`src/rtl/munoc_ahb_slave_network_interface_core_pkg.sv`:
```
// Shared encodings for the AHB slave-side NI: FSM states, HTRANS/HBURST codes,
// AXI response codes and the max-transfer-size helper.
package munoc_ahb_slave_network_interface_core_pkg;

    typedef enum logic [1:0] {
        ST_IDLE = 2'd0,
        ST_ADDR = 2'd1,
        ST_DATA = 2'd2,
        ST_RESP = 2'd3
    } state_e;

    localparam logic [1:0] HTRANS_IDLE   = 2'd0;
    localparam logic [1:0] HTRANS_NONSEQ = 2'd2;
    localparam logic [2:0] HBURST_SINGLE = 3'd0;

    localparam logic [1:0] RESP_OKAY   = 2'd0;
    localparam logic [1:0] RESP_SLVERR = 2'd2;

    // Largest legal AXI/AHB size code for a data bus of the given width.
    function automatic logic [2:0] max_size(input int bw_data);
        return 3'($clog2(bw_data / 8));
    endfunction

endpackage

```
`src/rtl/munoc_ahb_slave_network_interface_core_if.sv`:
```
// Request/response handshake and AHB-Lite bus bundle. The slave modport is the
// NI core's view; the master modport is the surrounding NoC link and AHB slave.
interface munoc_ahb_slave_network_interface_core_if #(
    parameter int BW_PLATFORM_ADDR = 32,
    parameter int BW_NODE_DATA     = 32,
    parameter int BW_TID           = 4
);
    logic                        req_valid;
    logic                        req_ready;
    logic                        req_write;
    logic [BW_PLATFORM_ADDR-1:0] req_addr;
    logic [2:0]                  req_size;
    logic [3:0]                  req_prot;
    logic [BW_TID-1:0]           req_tid;
    logic [BW_NODE_DATA-1:0]     req_wdata;

    logic                        rsp_valid;
    logic                        rsp_ready;
    logic                        rsp_write;
    logic [BW_TID-1:0]           rsp_tid;
    logic [BW_NODE_DATA-1:0]     rsp_rdata;
    logic [1:0]                  rsp_resp;

    logic [BW_PLATFORM_ADDR-1:0] shaddr;
    logic [2:0]                  shburst;
    logic                        shmasterlock;
    logic [3:0]                  shprot;
    logic [2:0]                  shsize;
    logic [1:0]                  shtrans;
    logic [BW_NODE_DATA-1:0]     shwdata;
    logic                        shwrite;
    logic [BW_NODE_DATA-1:0]     shrdata;
    logic                        shready;
    logic                        shresp;

    modport slave (
        input  req_valid, req_write, req_addr, req_size, req_prot, req_tid, req_wdata,
        output req_ready,
        output rsp_valid, rsp_write, rsp_tid, rsp_rdata, rsp_resp,
        input  rsp_ready,
        output shaddr, shburst, shmasterlock, shprot, shsize, shtrans, shwdata, shwrite,
        input  shrdata, shready, shresp
    );

    modport master (
        output req_valid, req_write, req_addr, req_size, req_prot, req_tid, req_wdata,
        input  req_ready,
        input  rsp_valid, rsp_write, rsp_tid, rsp_rdata, rsp_resp,
        output rsp_ready,
        input  shaddr, shburst, shmasterlock, shprot, shsize, shtrans, shwdata, shwrite,
        output shrdata, shready, shresp
    );

endinterface

```
`src/rtl/munoc_ahb_slave_network_interface_core_rsp_reg.sv`:
```
// Response holding register: loads once per transaction and keeps every field
// stable until the consumer takes it with rsp_valid & rsp_ready.
module munoc_ahb_slave_ni_rsp_reg #(
    parameter int BW_NODE_DATA = 32,
    parameter int BW_TID       = 4
) (
    input  logic                    clk,
    input  logic                    rst,
    input  logic                    load,
    input  logic                    load_write,
    input  logic [BW_TID-1:0]       load_tid,
    input  logic [BW_NODE_DATA-1:0] load_rdata,
    input  logic [1:0]              load_resp,
    input  logic                    rsp_ready,
    output logic                    rsp_valid,
    output logic                    rsp_write,
    output logic [BW_TID-1:0]       rsp_tid,
    output logic [BW_NODE_DATA-1:0] rsp_rdata,
    output logic [1:0]              rsp_resp
);

    always_ff @(posedge clk) begin
        if (rst) begin
            rsp_valid <= 1'b0;
            rsp_write <= 1'b0;
            rsp_tid   <= '0;
            rsp_rdata <= '0;
            rsp_resp  <= '0;
        end else if (load) begin
            rsp_valid <= 1'b1;
            rsp_write <= load_write;
            rsp_tid   <= load_tid;
            rsp_rdata <= load_rdata;
            rsp_resp  <= load_resp;
        end else if (rsp_valid && rsp_ready) begin
            rsp_valid <= 1'b0;
        end
    end

endmodule

```
`src/rtl/munoc_ahb_slave_network_interface_core.sv`:
```
// AHB slave network interface core: one AHB SINGLE transfer per NoC request.
// Optional SLVERR counter enabled by defining MUNOC_AHB_SLAVE_NI_ERROR_COUNT_EN.
module munoc_ahb_slave_network_interface_core
    import munoc_ahb_slave_network_interface_core_pkg::*;
#(
    parameter int BW_PLATFORM_ADDR = 32,
    parameter int BW_NODE_DATA     = 32,
    parameter int BW_TID           = 4,
    parameter int BW_ERRCNT        = 8
) (
    input  logic                 clk,
    input  logic                 rst,
    input  logic                 comm_disable,
    munoc_ahb_slave_network_interface_core_if.slave bus,
    output logic [BW_ERRCNT-1:0] err_count
);

    localparam logic [2:0] MAX_SIZE = max_size(BW_NODE_DATA);

    state_e                      state;
    logic [BW_PLATFORM_ADDR-1:0] shaddr_q;
    logic [3:0]                  shprot_q;
    logic [2:0]                  shsize_q;
    logic [1:0]                  shtrans_q;
    logic [BW_NODE_DATA-1:0]     shwdata_q;
    logic                        shwrite_q;
    logic [BW_TID-1:0]           lat_tid;
    logic [BW_NODE_DATA-1:0]     lat_wdata;

    logic                        accept;
    logic                        size_err;
    logic                        data_done;
    logic                        rsp_load;
    logic                        rsp_load_write;
    logic [BW_TID-1:0]           rsp_load_tid;
    logic [BW_NODE_DATA-1:0]     rsp_load_rdata;
    logic [1:0]                  rsp_load_resp;

    assign bus.req_ready = (state == ST_IDLE) && !comm_disable && !rst;
    assign accept        = bus.req_valid && bus.req_ready;
    assign size_err      = bus.req_size > MAX_SIZE;
    assign data_done     = (state == ST_DATA) && bus.shready;

    always_ff @(posedge clk) begin
        if (rst) begin
            state     <= ST_IDLE;
            shaddr_q  <= '0;
            shprot_q  <= '0;
            shsize_q  <= '0;
            shtrans_q <= HTRANS_IDLE;
            shwdata_q <= '0;
            shwrite_q <= 1'b0;
            lat_tid   <= '0;
            lat_wdata <= '0;
        end else begin
            case (state)
                ST_IDLE: if (accept) begin
                    lat_tid   <= bus.req_tid;
                    lat_wdata <= bus.req_wdata;
                    // Oversized requests are answered locally; the AHB bus never sees them.
                    if (size_err) begin
                        state <= ST_RESP;
                    end else begin
                        state     <= ST_ADDR;
                        shtrans_q <= HTRANS_NONSEQ;
                        shaddr_q  <= bus.req_addr;
                        shsize_q  <= bus.req_size;
                        shprot_q  <= bus.req_prot;
                        shwrite_q <= bus.req_write;
                    end
                end
                ST_ADDR: if (bus.shready) begin
                    state     <= ST_DATA;
                    shtrans_q <= HTRANS_IDLE;
                    shwdata_q <= shwrite_q ? lat_wdata : '0;
                end
                ST_DATA: if (bus.shready) state <= ST_RESP;
                ST_RESP: if (bus.rsp_valid && bus.rsp_ready) state <= ST_IDLE;
                default: state <= ST_IDLE;
            endcase
        end
    end

    // HRESP with HREADY low is only the first cycle of a two-cycle error response.
    always_comb begin
        rsp_load       = 1'b0;
        rsp_load_write = shwrite_q;
        rsp_load_tid   = lat_tid;
        rsp_load_rdata = '0;
        rsp_load_resp  = RESP_OKAY;
        if (state == ST_IDLE && accept && size_err) begin
            rsp_load       = 1'b1;
            rsp_load_write = bus.req_write;
            rsp_load_tid   = bus.req_tid;
            rsp_load_resp  = RESP_SLVERR;
        end else if (data_done) begin
            rsp_load       = 1'b1;
            rsp_load_resp  = bus.shresp ? RESP_SLVERR : RESP_OKAY;
            rsp_load_rdata = (!shwrite_q && !bus.shresp) ? bus.shrdata : '0;
        end
    end

    munoc_ahb_slave_ni_rsp_reg #(
        .BW_NODE_DATA (BW_NODE_DATA),
        .BW_TID       (BW_TID)
    ) u_rsp_reg (
        .clk        (clk),
        .rst        (rst),
        .load       (rsp_load),
        .load_write (rsp_load_write),
        .load_tid   (rsp_load_tid),
        .load_rdata (rsp_load_rdata),
        .load_resp  (rsp_load_resp),
        .rsp_ready  (bus.rsp_ready),
        .rsp_valid  (bus.rsp_valid),
        .rsp_write  (bus.rsp_write),
        .rsp_tid    (bus.rsp_tid),
        .rsp_rdata  (bus.rsp_rdata),
        .rsp_resp   (bus.rsp_resp)
    );

    assign bus.shaddr       = shaddr_q;
    assign bus.shburst      = HBURST_SINGLE;
    assign bus.shmasterlock = 1'b0;
    assign bus.shprot       = shprot_q;
    assign bus.shsize       = shsize_q;
    assign bus.shtrans      = shtrans_q;
    assign bus.shwdata      = shwdata_q;
    assign bus.shwrite      = shwrite_q;

`ifdef MUNOC_AHB_SLAVE_NI_ERROR_COUNT_EN
    logic [BW_ERRCNT-1:0] err_cnt_q;

    always_ff @(posedge clk) begin
        if (rst)
            err_cnt_q <= '0;
        else if (bus.rsp_valid && bus.rsp_ready && bus.rsp_resp == RESP_SLVERR && err_cnt_q != '1)
            err_cnt_q <= err_cnt_q + 1'b1;
    end

    assign err_count = err_cnt_q;
`else
    assign err_count = '0;
`endif

endmodule

```
`src/flat_wrapper.sv`:
```
// flat-port wrapper written by rule: the top's interface ports become plain ports
module munoc_ahb_slave_network_interface_core_flat import munoc_ahb_slave_network_interface_core_pkg::*;
#(
    parameter int BW_PLATFORM_ADDR = 32,
    parameter int BW_NODE_DATA     = 32,
    parameter int BW_TID           = 4,
    parameter int BW_ERRCNT        = 8
)
  (clk, rst, comm_disable, err_count, bus_req_valid, bus_req_write, bus_req_addr, bus_req_size, bus_req_prot, bus_req_tid, bus_req_wdata, bus_req_ready, bus_rsp_valid, bus_rsp_write, bus_rsp_tid, bus_rsp_rdata, bus_rsp_resp, bus_rsp_ready, bus_shaddr, bus_shburst, bus_shmasterlock, bus_shprot, bus_shsize, bus_shtrans, bus_shwdata, bus_shwrite, bus_shrdata, bus_shready, bus_shresp);
  munoc_ahb_slave_network_interface_core_if #(.BW_PLATFORM_ADDR(BW_PLATFORM_ADDR), .BW_NODE_DATA(BW_NODE_DATA), .BW_TID(BW_TID)) bus_i ();
  input  logic clk;
  input  logic rst;
  input  logic comm_disable;
  output logic [BW_ERRCNT-1:0] err_count;
  input wire logic [$bits(bus_i.req_valid)-1:0] bus_req_valid;
  input wire logic [$bits(bus_i.req_write)-1:0] bus_req_write;
  input wire logic [$bits(bus_i.req_addr)-1:0] bus_req_addr;
  input wire logic [$bits(bus_i.req_size)-1:0] bus_req_size;
  input wire logic [$bits(bus_i.req_prot)-1:0] bus_req_prot;
  input wire logic [$bits(bus_i.req_tid)-1:0] bus_req_tid;
  input wire logic [$bits(bus_i.req_wdata)-1:0] bus_req_wdata;
  output wire logic [$bits(bus_i.req_ready)-1:0] bus_req_ready;
  output wire logic [$bits(bus_i.rsp_valid)-1:0] bus_rsp_valid;
  output wire logic [$bits(bus_i.rsp_write)-1:0] bus_rsp_write;
  output wire logic [$bits(bus_i.rsp_tid)-1:0] bus_rsp_tid;
  output wire logic [$bits(bus_i.rsp_rdata)-1:0] bus_rsp_rdata;
  output wire logic [$bits(bus_i.rsp_resp)-1:0] bus_rsp_resp;
  input wire logic [$bits(bus_i.rsp_ready)-1:0] bus_rsp_ready;
  output wire logic [$bits(bus_i.shaddr)-1:0] bus_shaddr;
  output wire logic [$bits(bus_i.shburst)-1:0] bus_shburst;
  output wire logic [$bits(bus_i.shmasterlock)-1:0] bus_shmasterlock;
  output wire logic [$bits(bus_i.shprot)-1:0] bus_shprot;
  output wire logic [$bits(bus_i.shsize)-1:0] bus_shsize;
  output wire logic [$bits(bus_i.shtrans)-1:0] bus_shtrans;
  output wire logic [$bits(bus_i.shwdata)-1:0] bus_shwdata;
  output wire logic [$bits(bus_i.shwrite)-1:0] bus_shwrite;
  input wire logic [$bits(bus_i.shrdata)-1:0] bus_shrdata;
  input wire logic [$bits(bus_i.shready)-1:0] bus_shready;
  input wire logic [$bits(bus_i.shresp)-1:0] bus_shresp;
  assign bus_i.req_valid = bus_req_valid;
  assign bus_i.req_write = bus_req_write;
  assign bus_i.req_addr = bus_req_addr;
  assign bus_i.req_size = bus_req_size;
  assign bus_i.req_prot = bus_req_prot;
  assign bus_i.req_tid = bus_req_tid;
  assign bus_i.req_wdata = bus_req_wdata;
  assign bus_req_ready = bus_i.req_ready;
  assign bus_rsp_valid = bus_i.rsp_valid;
  assign bus_rsp_write = bus_i.rsp_write;
  assign bus_rsp_tid = bus_i.rsp_tid;
  assign bus_rsp_rdata = bus_i.rsp_rdata;
  assign bus_rsp_resp = bus_i.rsp_resp;
  assign bus_i.rsp_ready = bus_rsp_ready;
  assign bus_shaddr = bus_i.shaddr;
  assign bus_shburst = bus_i.shburst;
  assign bus_shmasterlock = bus_i.shmasterlock;
  assign bus_shprot = bus_i.shprot;
  assign bus_shsize = bus_i.shsize;
  assign bus_shtrans = bus_i.shtrans;
  assign bus_shwdata = bus_i.shwdata;
  assign bus_shwrite = bus_i.shwrite;
  assign bus_i.shrdata = bus_shrdata;
  assign bus_i.shready = bus_shready;
  assign bus_i.shresp = bus_shresp;
  munoc_ahb_slave_network_interface_core #(.BW_PLATFORM_ADDR(BW_PLATFORM_ADDR), .BW_NODE_DATA(BW_NODE_DATA), .BW_TID(BW_TID), .BW_ERRCNT(BW_ERRCNT)) u_core (.clk(clk), .rst(rst), .comm_disable(comm_disable), .bus(bus_i), .err_count(err_count));
endmodule
```
`config.mk`:
```
export PLATFORM = sky130hd
export DESIGN_NAME = munoc_ahb_slave_network_interface_core_flat
export DESIGN_NICKNAME = d
export VERILOG_FILES = /design/src/rtl/munoc_ahb_slave_network_interface_core_pkg.sv /design/src/rtl/munoc_ahb_slave_network_interface_core_if.sv /design/src/rtl/munoc_ahb_slave_network_interface_core_rsp_reg.sv /design/src/rtl/munoc_ahb_slave_network_interface_core.sv /design/src/flat_wrapper.sv
export SDC_FILE = /design/constraint.sdc
export NUM_CORES = 1
export LEC_CHECK = 0
export CAP_MARGIN = 20
export CELL_PAD_IN_SITES_DETAIL_PLACEMENT = 2
export CELL_PAD_IN_SITES_GLOBAL_PLACEMENT = 2
export CORE_MARGIN = 2
export CORE_UTILIZATION = 26
export CTS_CLUSTER_DIAMETER = 30
export CTS_CLUSTER_SIZE = 30
export DETAILED_ROUTE_END_ITERATION = 12
export HOLD_SLACK_MARGIN = 0.03
export PLACE_DENSITY_LB_ADDON = 0.3
export SYNTH_ARGS = -nofsm -noshare
export SYNTH_HDL_FRONTEND = slang
export SYNTH_HIERARCHICAL = 1
export SYNTH_SLANG_ARGS = --single-unit
```
`constraint.sdc`:
```
create_clock -name clk -period 4.5 [get_ports clk]
set_clock_uncertainty 0.2 [all_clocks]
set_input_delay 1.35 -clock clk [delete_from_list [all_inputs] [get_ports clk]]
set_output_delay 1.35 -clock clk [all_outputs]
set_load 0.01 [all_outputs]
```
# Word level (Yosys, flattened, before mapping)
# Index checks and enable logic that the tools add are counted.
# W data, S select, Z words.
totals:
  ff_bits: 152
  input_bits: 115
classes:
  magnitude_cmp: 1
  n_eq_ne: 8
  n_mux: 23
  bitwise_logic: 1
  n_reduce_logical: 20
op_table:
  columns: ["op", "n"]
  rows:
  - ["$mux W32", 4]
  - ["$mux W2", 11]
  - ["$logic_and A1 B1 Y1", 8]
  - ["$pmux W2 S4", 1]
  - ["$reduce_and A4 Y1", 2]
  - ["$ne A2 B2 Y1 const B", 3]
  - ["$mux W1", 5]
  - ["$eq A2 B2 Y1 const B", 2]
  - ["$logic_not A1 Y1", 4]
  - ["$mux W4", 1]
  - ["$ne A2 B1 Y1 const B", 2]
  - ["$pmux W2 S2", 1]
  - ["$reduce_and A2 Y1", 2]
  - ["$reduce_bool A2 Y1", 2]
  - ["$gt A3 B2 Y1 const B", 1]
  - ["$reduce_and A3 Y1", 1]
  - ["$eq A2 B1 Y1 const B", 1]
  - ["$logic_not A2 Y1", 1]
  - ["$not A1 Y1", 1]

# Longest topological paths before layout
logic_depth:
  depth_word: 8
  depth_mapped: 12

# Modules after synthesis
# Netlist, hierarchy kept.
modules_own_cells:
  columns: ["module", "n_inst", "cells_per_inst", "area_per_inst_um2"]
  rows:
  - ["munoc_ahb_slave_network_interface_core", 1, 573, 4628.2]
  - ["munoc_ahb_slave_ni_rsp_reg", 1, 130, 1458.9]

# Least setup slack after synthesis
# Ideal clock, no wire load.
synth_path:
  path_type: "input -> output"
  start: "input port rst"
  end: "output port bus_req_ready"
  arrival_ns: 1.856
  path_slack_ns: 1.094
  path_stages: 2
  path_buffers: 1
  cell_sequence: "clkbuf_1 > nor3b_1"
synth_between:
  elab_chain_len: 2
synth_rtl:
  columns: ["element", "line", "rtl"]
  rows:
  - ["from (decl)", "flat_wrapper.sv:12", "input logic rst;"]
  - ["$logic_not A1 Y1", "munoc_ahb_slave_network_interface_core.sv:39", "assign bus.req_ready = (state == ST_IDLE) && !comm_disable && !rst;"]
  - ["$logic_and A1 B1 Y1", "munoc_ahb_slave_network_interface_core.sv:39", null]
  - ["to (decl)", "flat_wrapper.sv:22", "output wire logic [$bits(bus_i.req_ready)-1:0] bus_req_ready;"]
# No other way between the ends.

# Worst setup path after layout
layout_path:
  start: "input port comm_disable"
  end: "output port bus_req_ready"
layout_between:
  elab_chain_len: 3
layout_rtl:
  columns: ["element", "line", "rtl"]
  rows:
  - ["from (decl)", "flat_wrapper.sv:13", "input logic comm_disable;"]
  - ["$logic_not A1 Y1", "munoc_ahb_slave_network_interface_core.sv:39", null]
  - ["$logic_and A1 B1 Y1 (2 in series)", "munoc_ahb_slave_network_interface_core.sv:39", null]
# No other way between the ends.

==> impl_results.md <==
* FF+latch count, synth at 151
* Post-DP HPWL at roughly 14 mm
* Largest cells by area after synthesis: dfxtp_1 50%, a21oi_1 9.0%, nand2_1 6.6%
* Syn_area_per_cell at ~8.7 um^2
* Peak VDD IR at 0.233 mV
* WHS Endpoint: u_core/bus.shsize[2]$_SDFFE_PP0P_
* CP max FO at 3
* Synth Cell Area at just over 0.006 mm^2
* Reg-to-Reg End: u_core/bus.shaddr[16]$_SDFFE_PP0P_
* EDFF count, synth at 0
* CTS tree: yes
* Fraction of registers with async set/reset at 0%
* Final core occ at ~40%
* Iter 0 DRT Violations at ~230
* P per Cell Area at between 300 and 400 mW/mm^2
* Worst Tran Pin Value at around 1.1 ns
* Die Wd at between 150 and 200 um
* RSZ-0062 raised after global routing: false
* Synth top area share at 49.7%
* Outcome: complete, no violations
* Worst-path clk slew at about 0.060 ns
* Gr ovfl total at 0
* Synthesis Warnings at 6
* Rel. slew slack at around 29%
* Reg2reg start: u_core/state[1]$_SDFFE_PP0P_
* Die area at roughly 0.025 mm^2
* Setup TNS at 0 ns
* Final setup fails at 0
* Worst R2R Setup Slack at ~1.9 ns
* WL final at about 21 mm
* Initial antenna violation count at 0
* Ant diodes at 0
* Total global-route track usage at between 15 and 20%
* First-pass GRT wire length at between 30 and 40 mm
* CP required at roughly 3.0 ns
* Detailed Routing Iterations Pass 1 at 4
* Setup crit end kind: primary output
* Hold path start: u_core/bus.shsize[2]$_SDFFE_PP0P_
* Pre-CTS setup slack at approximately 0.33 ns
* CP startpoint kind: input pin
* IO buf count at 228
* Synth Flop Type: dfxtp_1
* # DRC at 0
* Max-cap violation count at 0
* Hold-fix buffers at CTS at 0
* Core area at around 0.023 mm^2
* Num rows at 55
* Gpl congestion at approximately 0.70
* Hold Crit Class: reg2reg
* Min Clock Period, post-route at between 4 and 5 ns
* Clock Latency Late Sink at a little over 0.4 ns
* Largest net degree at the start of global routing at 97
* Ports at 242
* Vias/cell at 4.68
* CTS resizes at 0
* H-tree depth at 4
* Share of layout cells above drive strength 1 at 6.15%
* CTS root buffer: clkbuf_16
* Layout area overhead at 49.9%
* Fin. max-slew vios at 0
* Yosys cell types at 34
* Vias in the first global route at about 6,100
* Fin nets at between 1,000 and 1,500
* Setup CP Type: in2out
* Starting density of the core at between 20% and 30%
* Setup slack after layout at 0.334 ns
* Pwr Total at between 0.003 and 0.004 W
* Final Hold Fails at 0
* Wire per inst at 17.5 um
* Worst EP arrival at 2.62 ns
* Die Ht at about 160 um
* Leakage power at 3.07 nW
* Post-route ant nets at 0
* Num CTS Buffers at 17
* Worst hold stages at 2
* Postcts setup bufs at 0
* Fmax at 240 MHz
* Total clock sinks at about 150
* Reg2Reg Depth at 7
* Period Utilization, post-route at between 90% and 100%
* Sequential area share after synthesis at about 50%
* Mapped Cells at around 700
* Clock Path Buffers at 2
* Vias at around 5,700
* Post-synth top area cell: dfxtp_1
* FILL cells at 2,526
cell type report:
type,instances,area [um^2],area share [%]
inverter,3,11.3,0.123
clock buffer,20,447,4.90
timing repair buffer,241,2400,26.3
sequential,151,3020,33.1
clock inverter,12,168,1.84
multi-input combinational,483,2680,29.4
tap,313,392,4.29
Yosys cell counts (3+ instances only):
cell type / number
a21oi_1: 110
and2_1: 32
buf_12: 4
buf_2: 12
buf_4: 14
buf_6: 6
clkbuf_1: 42
dfxtp_1: 151
ha_1: 4
inv_1: 3
mux2_2: 5
mux2i_1: 40
nand2_1: 107
nand2b_1: 4
nand3_1: 39
nand4_1: 32
nor2_1: 42
o21ai_0: 40
cells in the final DEF, fill, tap and decap left out, types with 5 or more instances in the layout:
cell type        count
dfxtp_1            151
nand3_1             39
clkbuf_16           17
nand2_1            107
conb_1              14
nand4_1             32
o21ai_0             39
a21oi_1            109
mux2_2               5
and2_1              32
clkdlybuf4s50_1    227
buf_4               12
mux2i_1             40
nor2_1              42
critical path, stage by stage:
cell and delay, ns:
clkdlybuf4s50_1 0.49, nor3b_1 0.22, clkdlybuf4s50_1 0.56
stage by stage:
| stage | instance area (um^2) | hold WS, ns | cells |
|---|---|---|---|
| after floorplan | 6140 | 0.234 | 716 |
| after global placement | 8510 | 0.237 | 1191 |
| after detailed placement | 8510 | 0.247 | 1191 |
| after CTS | 9120 | 0.256 | 1223 |
| after global routing | 9120 | 0.277 | 1223 |
| final | 9120 | 0.255 | 1223 |
worst max path at each step:
stage / endpoint / startpoint / slack, ns / cells past startpoint
after floorplan: bus_req_ready / rst / 1.09 / 2
after global placement: bus_req_ready / comm_disable / 0.32 / 3
after detailed placement: bus_req_ready / comm_disable / 0.33 / 3
after CTS: bus_req_ready / comm_disable / 0.33 / 3
after global routing: bus_req_ready / comm_disable / 0.30 / 3
final: bus_req_ready / comm_disable / 0.33 / 3
kinds of logic (layout without fill, tap and decap cells):
| family | count (synthesis) | after routing | synth area share (%) |
|---|---|---|---|
| AOI/OAI and AO/OA | 159 | 159 | 13.9 |
| adders and majority gates | 4 | 4 | 0.822 |
| buffers and inverters | 82 | 276 | 7.98 |
| DFF | 151 | 151 | 49.7 |
| muxes | 45 | 45 | 7.50 |
| other | 1 | 14 | 0.0616 |
| and+or+nand+nor | 261 | 261 | 20.0 |
registers in the layout, summed over array words and instances (netlist names):
register,flops
u_core/lat_tid,4
u_core/bus.shwdata,32
u_core/bus.shaddr,32
u_core/bus.shprot,4
u_core/lat_wdata,32
u_core/bus.shsize,3
u_core/u_rsp_reg/rsp_resp,2
u_core/u_rsp_reg/rsp_rdata,32
u_core/u_rsp_reg/rsp_valid,1
u_core/u_rsp_reg/rsp_write,1
u_core/bus.shwrite,1
u_core/bus.shtrans,1
u_core/state,2
u_core/u_rsp_reg/rsp_tid,4
per-layer routing:
metal	track usage (%)	wire length, um
met4	5.02	308
met2	30.3	10500
met3	5.97	1470
met5	0	0
met1	20.7	9080
power by group:
group / internal, W / switching [W] / leakage, nW
Combinational: 0.000225 / 0.000281 / 1.56
Sequential: 0.00138 / 0.0000244 / 1.22
Clock: 0.000900 / 0.000605 / 0.290
Total: 0.00250 / 0.000910 / 3.07
(Power assumes the default switching activity.)
